## config.mk

```make
export PLATFORM = sky130hd
export DESIGN_NAME = seg_scan_to_bin_flat
export DESIGN_NICKNAME = d
export VERILOG_FILES = /design/src/rtl/seg_pkg.sv /design/src/rtl/seg_scan_to_bin_if.sv /design/src/rtl/seg_to_dec.sv /design/src/rtl/seg_scan_to_bin.sv /design/src/flat_wrapper.sv
export SDC_FILE = /design/constraint.sdc
export NUM_CORES = 1
export LEC_CHECK = 0
export ABC_AREA = 0
export BUFFER_PORTS_ARGS = -buffer_cell sky130_fd_sc_hd__clkbuf_2
export CAP_MARGIN = 20
export CORE_ASPECT_RATIO = 1.25
export CORE_MARGIN = 1
export CORE_UTILIZATION = 50
export DETAILED_ROUTE_END_ITERATION = 8
export HOLD_SLACK_MARGIN = 0.08
export PLACE_DENSITY = 0.68
export SYNTH_ARGS = -nofsm -noshare
export SYNTH_HDL_FRONTEND = slang
export SYNTH_SLANG_ARGS = --single-unit
export TNS_END_PERCENT = 10
```

## constraint.sdc

```tcl
create_clock -name clk -period 5.66 [get_ports clk]
set_input_delay 0 -clock clk [delete_from_list [all_inputs] [get_ports clk]]
set_output_delay 0 -clock clk [all_outputs]
set_load 0.01 [all_outputs]
```

## src/rtl/seg_pkg.sv

```systemverilog
// Shared seven-segment definitions for the scoreboard display path.
// Segment codes are active-low with bit 6 = segment a ... bit 0 = segment g.
// Anode codes are active-low one-hot selects for the four digit slots.
package seg_pkg;

   localparam logic [6:0] SEG_0     = 7'b0000001;
   localparam logic [6:0] SEG_1     = 7'b1001111;
   localparam logic [6:0] SEG_2     = 7'b0010010;
   localparam logic [6:0] SEG_3     = 7'b0000110;
   localparam logic [6:0] SEG_4     = 7'b1001100;
   localparam logic [6:0] SEG_5     = 7'b0100100;
   localparam logic [6:0] SEG_6     = 7'b0100000;
   localparam logic [6:0] SEG_7     = 7'b0001111;
   localparam logic [6:0] SEG_8     = 7'b0000000;
   localparam logic [6:0] SEG_9     = 7'b0000100;
   localparam logic [6:0] SEG_BLANK = 7'b1111111;

   localparam logic [3:0] AN_ONES  = 4'b1110;
   localparam logic [3:0] AN_TENS  = 4'b1101;
   localparam logic [3:0] AN_HUNDS = 4'b1011;
   localparam logic [3:0] AN_THOUS = 4'b0111;

   typedef enum logic [1:0] {
      COLLECT = 2'd0,
      CONV    = 2'd1,
      DONE    = 2'd2
   } state_t;

endpackage

```

## src/rtl/seg_scan_to_bin_if.sv

```systemverilog
// Display scan bus plus the reconstructed-value outputs.
//   led   : segment bus, active-low (display driver -> reader)
//   a     : anode strobes, active-low (display driver -> reader)
//   num   : last converted value
//   valid : one-cycle pulse when num updates
//   err   : one-cycle pulse when a frame is discarded
//   busy  : conversion in progress
interface seg_scan_to_bin_if;
   logic [6:0]  led;
   logic [3:0]  a;
   logic [13:0] num;
   logic        valid;
   logic        err;
   logic        busy;

   modport master (output led, a, input num, valid, err, busy);
   modport slave  (input led, a, output num, valid, err, busy);
endinterface

```

## src/rtl/seg_to_dec.sv

```systemverilog
// Inverse of the display digit decoder: active-low segment code to BCD digit.
//   i_seg : segment code, bit 6 = a
//   o_dig : decoded digit (0 when not a digit)
//   o_ok  : code is one of the ten digit patterns
module seg_to_dec
   import seg_pkg::*;
(
   input  logic [6:0] i_seg,
   output logic [3:0] o_dig,
   output logic       o_ok
);

   always_comb begin
      o_dig = 4'd0;
      o_ok  = 1'b1;
      case (i_seg)
         SEG_0:     o_dig = 4'd0;
         SEG_1:     o_dig = 4'd1;
         SEG_2:     o_dig = 4'd2;
         SEG_3:     o_dig = 4'd3;
         SEG_4:     o_dig = 4'd4;
         SEG_5:     o_dig = 4'd5;
         SEG_6:     o_dig = 4'd6;
         SEG_7:     o_dig = 4'd7;
         SEG_8:     o_dig = 4'd8;
         SEG_9:     o_dig = 4'd9;
         SEG_BLANK: o_ok  = 1'b0;
         default:   o_ok  = 1'b0;
      endcase
   end

endmodule

```

## src/rtl/seg_scan_to_bin.sv

```systemverilog
// Reads back a multiplexed 4-digit seven-segment scan and reconstructs the
// displayed number in binary via a sequential reverse double-dabble.
//   clk : system clock, rising edge
//   rst : synchronous active-high reset
//   bus : slave side of seg_scan_to_bin_if (led/a in; num/valid/err/busy out)
//
// state   | meaning
// --------+------------------------------------------------------------
// COLLECT | capture stable digits into slots until all four are seen
// CONV    | 14 shift/correct iterations on {bcd16, bin14}
// DONE    | result loaded into num, valid pulsing; back to COLLECT
module seg_scan_to_bin
   import seg_pkg::*;
#(
   parameter int STABLE_CYCLES = 4
) (
   input  logic           clk,
   input  logic           rst,
   seg_scan_to_bin_if.slave bus
);

   localparam int             CW      = $clog2(STABLE_CYCLES + 1);
   localparam logic [CW-1:0] CAP_CNT = CW'(STABLE_CYCLES - 1);
   // Saturating one past the capture count keeps a long dwell from re-capturing.
   localparam logic [CW-1:0] SAT_CNT = CW'(STABLE_CYCLES);

   state_t            r_state, w_state_nxt;
   logic [10:0]       r_prev;
   logic [CW-1:0]     r_dwell, w_cnt;
   logic [3:0]        r_seen, w_seen_nxt;
   logic [3:0][3:0]   r_dig, w_dig_nxt;
   logic [29:0]       r_conv, w_shift, w_step;
   logic [3:0]        r_iter;
   logic [13:0]       r_num;
   logic              r_valid, r_err;
   logic [10:0]       w_pat;
   logic [1:0]        w_slot;
   logic              w_slot_ok, w_dec_ok, w_tick, w_cap_ok, w_cap_bad, w_frame, w_last;
   logic [3:0]        w_dec;

   seg_to_dec u_dec (.i_seg(bus.led), .o_dig(w_dec), .o_ok(w_dec_ok));

   assign w_pat = {bus.a, bus.led};

   always_comb begin
      if (w_pat != r_prev)         w_cnt = '0;
      else if (r_dwell == SAT_CNT) w_cnt = SAT_CNT;
      else                         w_cnt = r_dwell + CW'(1);
   end

   always_comb begin
      w_slot    = 2'd0;
      w_slot_ok = 1'b1;
      case (bus.a)
         AN_ONES:  w_slot = 2'd0;
         AN_TENS:  w_slot = 2'd1;
         AN_HUNDS: w_slot = 2'd2;
         AN_THOUS: w_slot = 2'd3;
         default:  w_slot_ok = 1'b0;
      endcase
   end

   assign w_tick     = (w_cnt == CAP_CNT) && w_slot_ok && (r_state == COLLECT);
   assign w_cap_ok   = w_tick && w_dec_ok;
   assign w_cap_bad  = w_tick && !w_dec_ok;
   assign w_seen_nxt = r_seen | (4'b0001 << w_slot);
   assign w_frame    = w_cap_ok && (w_seen_nxt == 4'b1111);

   always_comb begin
      w_dig_nxt = r_dig;
      if (w_cap_ok) w_dig_nxt[w_slot] = w_dec;
   end

   // One reverse double-dabble iteration: shift right, then pull each BCD
   // nibble that landed at 8 or above back down by 3.
   always_comb begin
      w_shift = r_conv >> 1;
      w_step  = w_shift;
      for (int k = 0; k < 4; k++) begin
         if (w_shift[14 + 4*k +: 4] >= 4'd8)
            w_step[14 + 4*k +: 4] = w_shift[14 + 4*k +: 4] - 4'd3;
      end
   end

   always_comb begin
      w_state_nxt = r_state;
      w_last      = 1'b0;
      case (r_state)
         COLLECT: if (w_frame) w_state_nxt = CONV;
         CONV: begin
            if (r_iter == 4'd13) begin
               w_last      = 1'b1;
               w_state_nxt = DONE;
            end
         end
         DONE:    w_state_nxt = COLLECT;
         default: w_state_nxt = COLLECT;
      endcase
   end

   always_ff @(posedge clk) begin
      if (rst) r_state <= COLLECT;
      else     r_state <= w_state_nxt;
   end

   always_ff @(posedge clk) begin
      if (rst) begin
         r_prev  <= '0;
         r_dwell <= '0;
         r_seen  <= '0;
         r_dig   <= '0;
         r_conv  <= '0;
         r_iter  <= '0;
         r_num   <= '0;
         r_valid <= 1'b0;
         r_err   <= 1'b0;
      end else begin
         r_prev  <= w_pat;
         r_dwell <= w_cnt;
         r_valid <= w_last;
         r_err   <= w_cap_bad;
         if (w_cap_bad) begin
            r_seen <= '0;
            r_dig  <= '0;
         end else if (w_frame) begin
            r_seen <= '0;
            r_dig  <= w_dig_nxt;
            r_conv <= {w_dig_nxt, 14'd0};
            r_iter <= '0;
         end else if (w_cap_ok) begin
            r_seen <= w_seen_nxt;
            r_dig  <= w_dig_nxt;
         end
         if (r_state == CONV) begin
            r_conv <= w_step;
            r_iter <= r_iter + 4'd1;
         end
         if (w_last) r_num <= w_step[13:0];
      end
   end

   assign bus.num   = r_num;
   assign bus.valid = r_valid;
   assign bus.err   = r_err;
   assign bus.busy  = (r_state == CONV);

endmodule

```

## src/flat_wrapper.sv

```systemverilog
// flat-port wrapper written by rule: the top's interface ports become plain ports
module seg_scan_to_bin_flat import seg_pkg::*;
#(
   parameter int STABLE_CYCLES = 4
)
  (clk, rst, bus_led, bus_a, bus_num, bus_valid, bus_err, bus_busy);
  seg_scan_to_bin_if bus_i ();
  input  logic clk;
  input  logic rst;
  input wire logic [$bits(bus_i.led)-1:0] bus_led;
  input wire logic [$bits(bus_i.a)-1:0] bus_a;
  output wire logic [$bits(bus_i.num)-1:0] bus_num;
  output wire logic [$bits(bus_i.valid)-1:0] bus_valid;
  output wire logic [$bits(bus_i.err)-1:0] bus_err;
  output wire logic [$bits(bus_i.busy)-1:0] bus_busy;
  assign bus_i.led = bus_led;
  assign bus_i.a = bus_a;
  assign bus_num = bus_i.num;
  assign bus_valid = bus_i.valid;
  assign bus_err = bus_i.err;
  assign bus_busy = bus_i.busy;
  seg_scan_to_bin #(.STABLE_CYCLES(STABLE_CYCLES)) u_core (.clk(clk), .rst(rst), .bus(bus_i));
endmodule
```

# Yosys cells after proc, flatten, opt, wreduce, memory -nomap -nowiden
# Cells that the tools add are included.
word_totals:
  ff_bits: 86
  elab_cells: 93
  output_inout_bits: 17
  input_bits: 13
classes:
  shifts: 1
  n_lt_le_gt_ge: 6
  muxes: 27
  eq_ne: 22
  reduce_logical: 17
  bitwise_logic: 1
  n_addsub: 6
op_table:
  columns: ["operator", "count"]
  rows:
  - ["$mux W30", 3]
  - ["$mux W16", 3]
  - ["$pmux W4 S9", 1]
  - ["$mux W4", 8]
  - ["$eq A4 B4 Y1 const B", 5]
  - ["$bwmux W16", 1]
  - ["$eq A7 B3 Y1 const B", 2]
  - ["$eq A7 B6 Y1 const B", 2]
  - ["$eq A7 B7 Y1 const B", 2]
  - ["$ge A4 B4 Y1 const B", 3]
  - ["$sub A4 B2 Y4 const B", 3]
  - ["$ne A11 B11 Y1", 1]
  - ["$reduce_or A10 Y1", 1]
  - ["$demux W4 S2", 1]
  - ["$eq A7 B1 Y1 const B", 1]
  - ["$eq A7 B4 Y1 const B", 1]
  - ["$eq A7 B5 Y1 const B", 1]
  - ["$logic_not A7 Y1", 1]
  - ["$logic_and A1 B1 Y1", 6]
  - ["$mux W3", 2]
  - ["$pmux W2 S3", 1]
  - ["$add A4 B1 Y4 const B", 1]
  - ["$eq A4 B3 Y1 const B", 1]
  - ["$ge A3 B4 Y1 const B", 1]
  - ["other kinds (21)", 28]

# Depth between registers and ports, before layout
logic_depth:
  depth_word: 11
  ltp_mapped: 11
  mapped_depth_nobuf: 8

# Cells and area by module
# A second synthesis with hierarchy kept.
hier_totals:
  cells_unflattened: 476
  hier_area_um2: 4032.6
modules_own_cells:
  columns: ["mod", "n_inst", "cells_each", "area_each_um2"]
  rows:
  - ["seg_scan_to_bin", 1, 452, 3849.9]
  - ["seg_to_dec", 1, 24, 182.7]

# Worst setup path after synthesis
# Ideal clock, no wire load.
synth_path:
  path_type: "register to register"
  start: "register u_core.r_dwell[0]"
  end: "register u_core.r_conv[15]"
  synth_period_minus_slack_ns: 1.943
  path_stages_with_launch: 11
  arrival_ns: 1.865
  path_slack_ns: 3.717
  setup_time_ns: 0.079
  path_cell_list: "dfxtp_1 -> inv_1 -> ha_1 -> inv_1 -> nor4_1 -> o211a_1 -> buf_6 -> nand4_4 -> or3_1 -> buf_2 -> o221ai_2"
synth_via:
  elab_chain_cells: 11
synth_rtl:
  columns: ["element", "line_no", "text"]
  rows:
  - ["start: declaration", "seg_scan_to_bin.sv:29", "logic [CW-1:0] r_dwell, w_cnt;"]
  - ["start signal: assignment", "seg_scan_to_bin.sv:119", "r_dwell <= w_cnt;"]
  - ["$add A3 B1 Y3 or $eq A3 B3 Y1 (tied branches)", "seg_scan_to_bin.sv:48, seg_scan_to_bin.sv:47", null]
  - ["$mux W3 *", "seg_scan_to_bin.sv:47", "else if (r_dwell == SAT_CNT) w_cnt = SAT_CNT;"]
  - ["$mux W3 *", "seg_scan_to_bin.sv:46", "if (w_pat != r_prev) w_cnt = '0;"]
  - ["$eq A3 B2 Y1 *", "seg_scan_to_bin.sv:63", "assign w_tick = (w_cnt == CAP_CNT) && w_slot_ok && (r_state == COLLECT);"]
  - ["$logic_and A1 B1 Y1 * (2 in a row)", "seg_scan_to_bin.sv:63", null]
  - ["$logic_and A1 B1 Y1", "seg_scan_to_bin.sv:64", "assign w_cap_ok = w_tick && w_dec_ok;"]
  - ["$mux W16", "seg_scan_to_bin.sv:71", "if (w_cap_ok) w_dig_nxt[w_slot] = w_dec;"]
  - ["$mux W30", "seg_scan_to_bin.sv:125", "end else if (w_frame) begin"]
  - ["$mux W30", "seg_scan_to_bin.sv:122", "if (w_cap_bad) begin"]
  - ["$mux W30", "seg_scan_to_bin.sv:134", "if (r_state == CONV) begin"]
  - ["end signal: assignment", "seg_scan_to_bin.sv:128", "r_conv <= {w_dig_nxt, 14'd0};"]
  - ["end signal: assignment", "seg_scan_to_bin.sv:135", "r_conv <= w_step;"]
  - ["end: declaration", "seg_scan_to_bin.sv:32", "logic [29:0] r_conv, w_shift, w_step;"]
# Every way passes the cells marked *; elsewhere a longest branch is shown, timed or not. The select of a mux whose other input is x is not followed.
# A chain may end at the register's enable or synchronous reset.

# Worst setup path after layout
layout_path:
  start: "register u_core.r_dwell[0]"
  end: "register u_core.r_conv[17]"
# The elaborated chain is that of the path after synthesis.

==> results.sh <==
export IMPL_grt_antenna_before_repair=0
export IMPL_clk_path_buf_depth=2
export IMPL_first_pass_iters=4
export IMPL_htree_levels=3
export IMPL_vias=3034
export IMPL_async_reset_ff_share_pct=0
export IMPL_die_height_um=100
export IMPL_grt_pass1_vias=2988
export IMPL_cp_end_kind="flip-flop"
export IMPL_drc=0
export IMPL_intPower_mw=0.832
export IMPL_met1Wirelength_um=3650
export IMPL_ys_ff_latch=85
export IMPL_io_pins=30
export IMPL_final_hold_viol_count=0
export IMPL_preCtsSetupSlack_ns=3.06
export IMPL_syn_area_sq_um=3860
export IMPL_drt_iter0_drc=177
export IMPL_synth_cell_types=50
export IMPL_timing_final_max_slew_violations=0
export IMPL_clkPwrFrac_pct=39.9
export IMPL_core_area_sq_um=7400
export IMPL_max_slew_margin_rel_pct=34.8
export IMPL_postSynthAreaPerCell_sq_um=8.91
export IMPL_drv_cap=0
export IMPL_postRouteAntennaNets=0
export IMPL_critPathArrivalTime_ns=2.91
export IMPL_crit_type="reg -> reg"
export IMPL_synth_top_area_share_pct=44.1
export IMPL_multi_input_area_sq_um=1940
export IMPL_seq_area_sq_um=1700
export IMPL_grt_ovfl_total=0
export IMPL_period_share_pct=47.0
export IMPL_initial_core_util_pct=52.1
export IMPL_peakVddDrop_v=0.000152
export IMPL_wl_um=7770
export IMPL_status="complete, no violations"
export IMPL_nFillCells=658
export IMPL_synth_most_common_cell="dfxtp_1"
export IMPL_setup_viol_count_final=0
export IMPL_crit_top_cell="inv_1"
export IMPL_rsz0062_at_grt="no"
export IMPL_tns_ns=0
export IMPL_drive_above_1_share_pct=13.5
export IMPL_yosysSeqAreaShare_pct=44.1
export IMPL_areaGrowthSynthToFinish_pct=11.4
export IMPL_synth_edf_count=0
export IMPL_clk_pin_slew_ns=0.09
export IMPL_cts_sinks=85
export IMPL_setup_ws_ns=3.00
export IMPL_dp_hpwl_um=5090
export IMPL_fin_hold_ws_ns=0.270
export IMPL_fin_nets=477
export IMPL_crit_slowest_cell="and4_1"
export IMPL_yosysWarnings=0
export IMPL_yosysTopAreaCell="dfxtp_1"
export IMPL_cts_tree="yes"
export IMPL_worstPathCellList="inv_1 > ha_1 > inv_1 > nor4_1 > o211a_1 > and4_1 > a211oi_1 > o21a_1"
export IMPL_crit_path_max_incr_delay_ns=0.90
export IMPL_synthTopCellsByCount="dfxtp_1, nand2_1, a21oi_1, nor2_1, mux2i_1"
export IMPL_die_area_sq_um=8070
export IMPL_grt_start_max_net_pins=72
export IMPL_critPathMaxFanout=25
export IMPL_n_antenna_cell=0
export IMPL_insertion_delay_ns=0.35
export IMPL_dr_wl_met2_um=3840
export IMPL_place_port_buffers=29
export IMPL_fin_crit_ns=2.66
export IMPL_p_sw_mw=0.259
export IMPL_numCtsBuffers=9
export IMPL_timing_fmax_mhz=376
export IMPL_power_mw=1.09
export IMPL_synthTopCellsByArea="dfxtp_1, a21oi_1, mux2i_1"
export IMPL_yosys_most_used_dff="dfxtp_1"
export IMPL_routedWlPerCell_um=14.1
export IMPL_global_route_usage_total_pct=21.3
export IMPL_fp_dieW_um=80.6
export IMPL_dr_wl_met3_um=157
export IMPL_rows=35
export IMPL_synth_nets=456
export IMPL_switching_share_pct=23.8
export IMPL_place_gp_congestion=0.761
export IMPL_root_buffer="clkbuf_8"
export IMPL_cp_required_ns=5.91
export IMPL_pwr_share_comb_pct=4.9
export IMPL_power_leakage_nw=1.75
export IMPL_fin_skew_ns=0.0116
export IMPL_synthCells=433
export IMPL_holdCritPathClass="in -> reg"
export IMPL_tightest_slew_ns=0.978
export IMPL_grt_pass1_wl_um=13500
export IMPL_power_density_nw_per_um2=254
export IMPL_start_kind="flip-flop"
export IMPL_sequentialPowerShare_pct=55.3
export IMPL_routed_via_density=5.51
export IMPL_final_util_pct=58.0
export IMPL_top_layer="met4"
## power groups by stage
stage	Combinational [mW]	Clock [mW]	Sequential, mW
after floorplan	0.0362	0	0.617
after global placement	0.0466	0	0.617
after detailed placement	0.0468	0	0.617
after CTS	0.0531	0.446	0.603
after global routing	0.0588	0.470	0.604
final	0.0530	0.435	0.603
## worst max-delay path: cells and delay by family (launching register included)
kind | cells | cell delay [ns]
AO/OA/AOI/OAI | 3 | 0.69
adder cells (fa/ha/maj) | 1 | 0.27
buffers and inverters | 2 | 0.10
flip-flops | 1 | 0.39
AND/OR/NAND/NOR | 2 | 1.09
## repair_timing
| item | in CTS | in global routing |
|---|---|---|
| hold buffers | 11 | 0 |
| buffers inserted | 0 | 0 |
| endpoints found under the hold margin | 11 | 0 |
| resized for setup | 0 | 0 |
## area by class of cell
class                           count  share of cell area [%]
Multi-Input combinational cell    299                    45.2
Timing Repair Buffer               43                    6.47
Inverter                           16                    1.40
Clock inverter                      6                    1.66
Clock buffer                       10                    2.97
Tap cell                           92                    2.68
Sequential cell                    85                    39.6
## worst paths after layout
kind | startpoint | end | slack (ns) | depth (start not counted)
worst max-delay path | u_core.r_dwell[0] | u_core.r_conv[17] | 3.00 | 8
worst max register to register | u_core.r_dwell[0] | u_core.r_conv[17] | 3.00 | 8
worst min register to register | u_core.r_conv[1] | u_core.bus.num[0] | 0.45 | 2
worst min-delay path | rst | u_core.r_iter[1] | 0.27 | 3
## registers in the layout, summed over array words and instances, names as in the netlist, 2 cells and up
name            cells
u_core.r_conv      29
u_core.r_dig       16
u_core.bus.num     14
u_core.r_prev      11
u_core.r_iter       4
u_core.r_seen       4
u_core.r_dwell      3
u_core.r_state      2
## metal layers
| layer | vias up | track usage, % |
|---|---|---|
| li1 | 1534 | - |
| met1 | 1446 | 25.7 |
| met2 | 43 | 37.3 |
| met3 | 11 | 3.00 |
| met4 | 0 | 9.07 |
| met5 | - | 0 |
## cells by family after synthesis
family,Yosys count,synth area share [%]
flip-flops,85,44.1
AO/OA/AOI/OAI,88,15.1
AND/OR/NAND/NOR,161,22.3
multiplexers,20,5.19
XOR/XNOR,20,4.54
buffers and inverters,49,5.55
adder cells (fa/ha/maj),10,3.24
## per-stage QoR
stage	cell area, sq um	cells
2_1_floorplan	3860	433
3_3_place_gp	3990	524
3_5_place_dp	3990	524
4_1_cts	4290	551
5_1_grt	4290	551
6_report	4290	551
## placed cells by master (no fill, tap or decap), types with 3 or more instances in the layout
cell,Yosys,routed
buf_4,3,3
a21oi_1,46,46
nor2_1,33,33
and4b_1,4,4
nor3b_1,3,3
clkbuf_8,0,9
o31ai_1,8,8
ha_1,10,10
or3_1,8,8
nor2b_1,16,16
a211oi_1,5,5
nand2b_1,3,3
xnor2_1,18,18
o21ai_0,6,6
nand2_1,50,50
dlygate4sd3_1,0,11
nor3_1,4,4
clkbuf_2,0,29
o221ai_2,3,3
mux2i_1,20,20
nand4b_1,3,3
nand3b_1,3,3
nand4_1,3,3
o21ai_1,3,3
nand3_1,19,19
dfxtp_1,85,85
inv_1,16,16
a21o_1,3,3
nand4_2,3,3
Power figures use the tool's default switching activity.
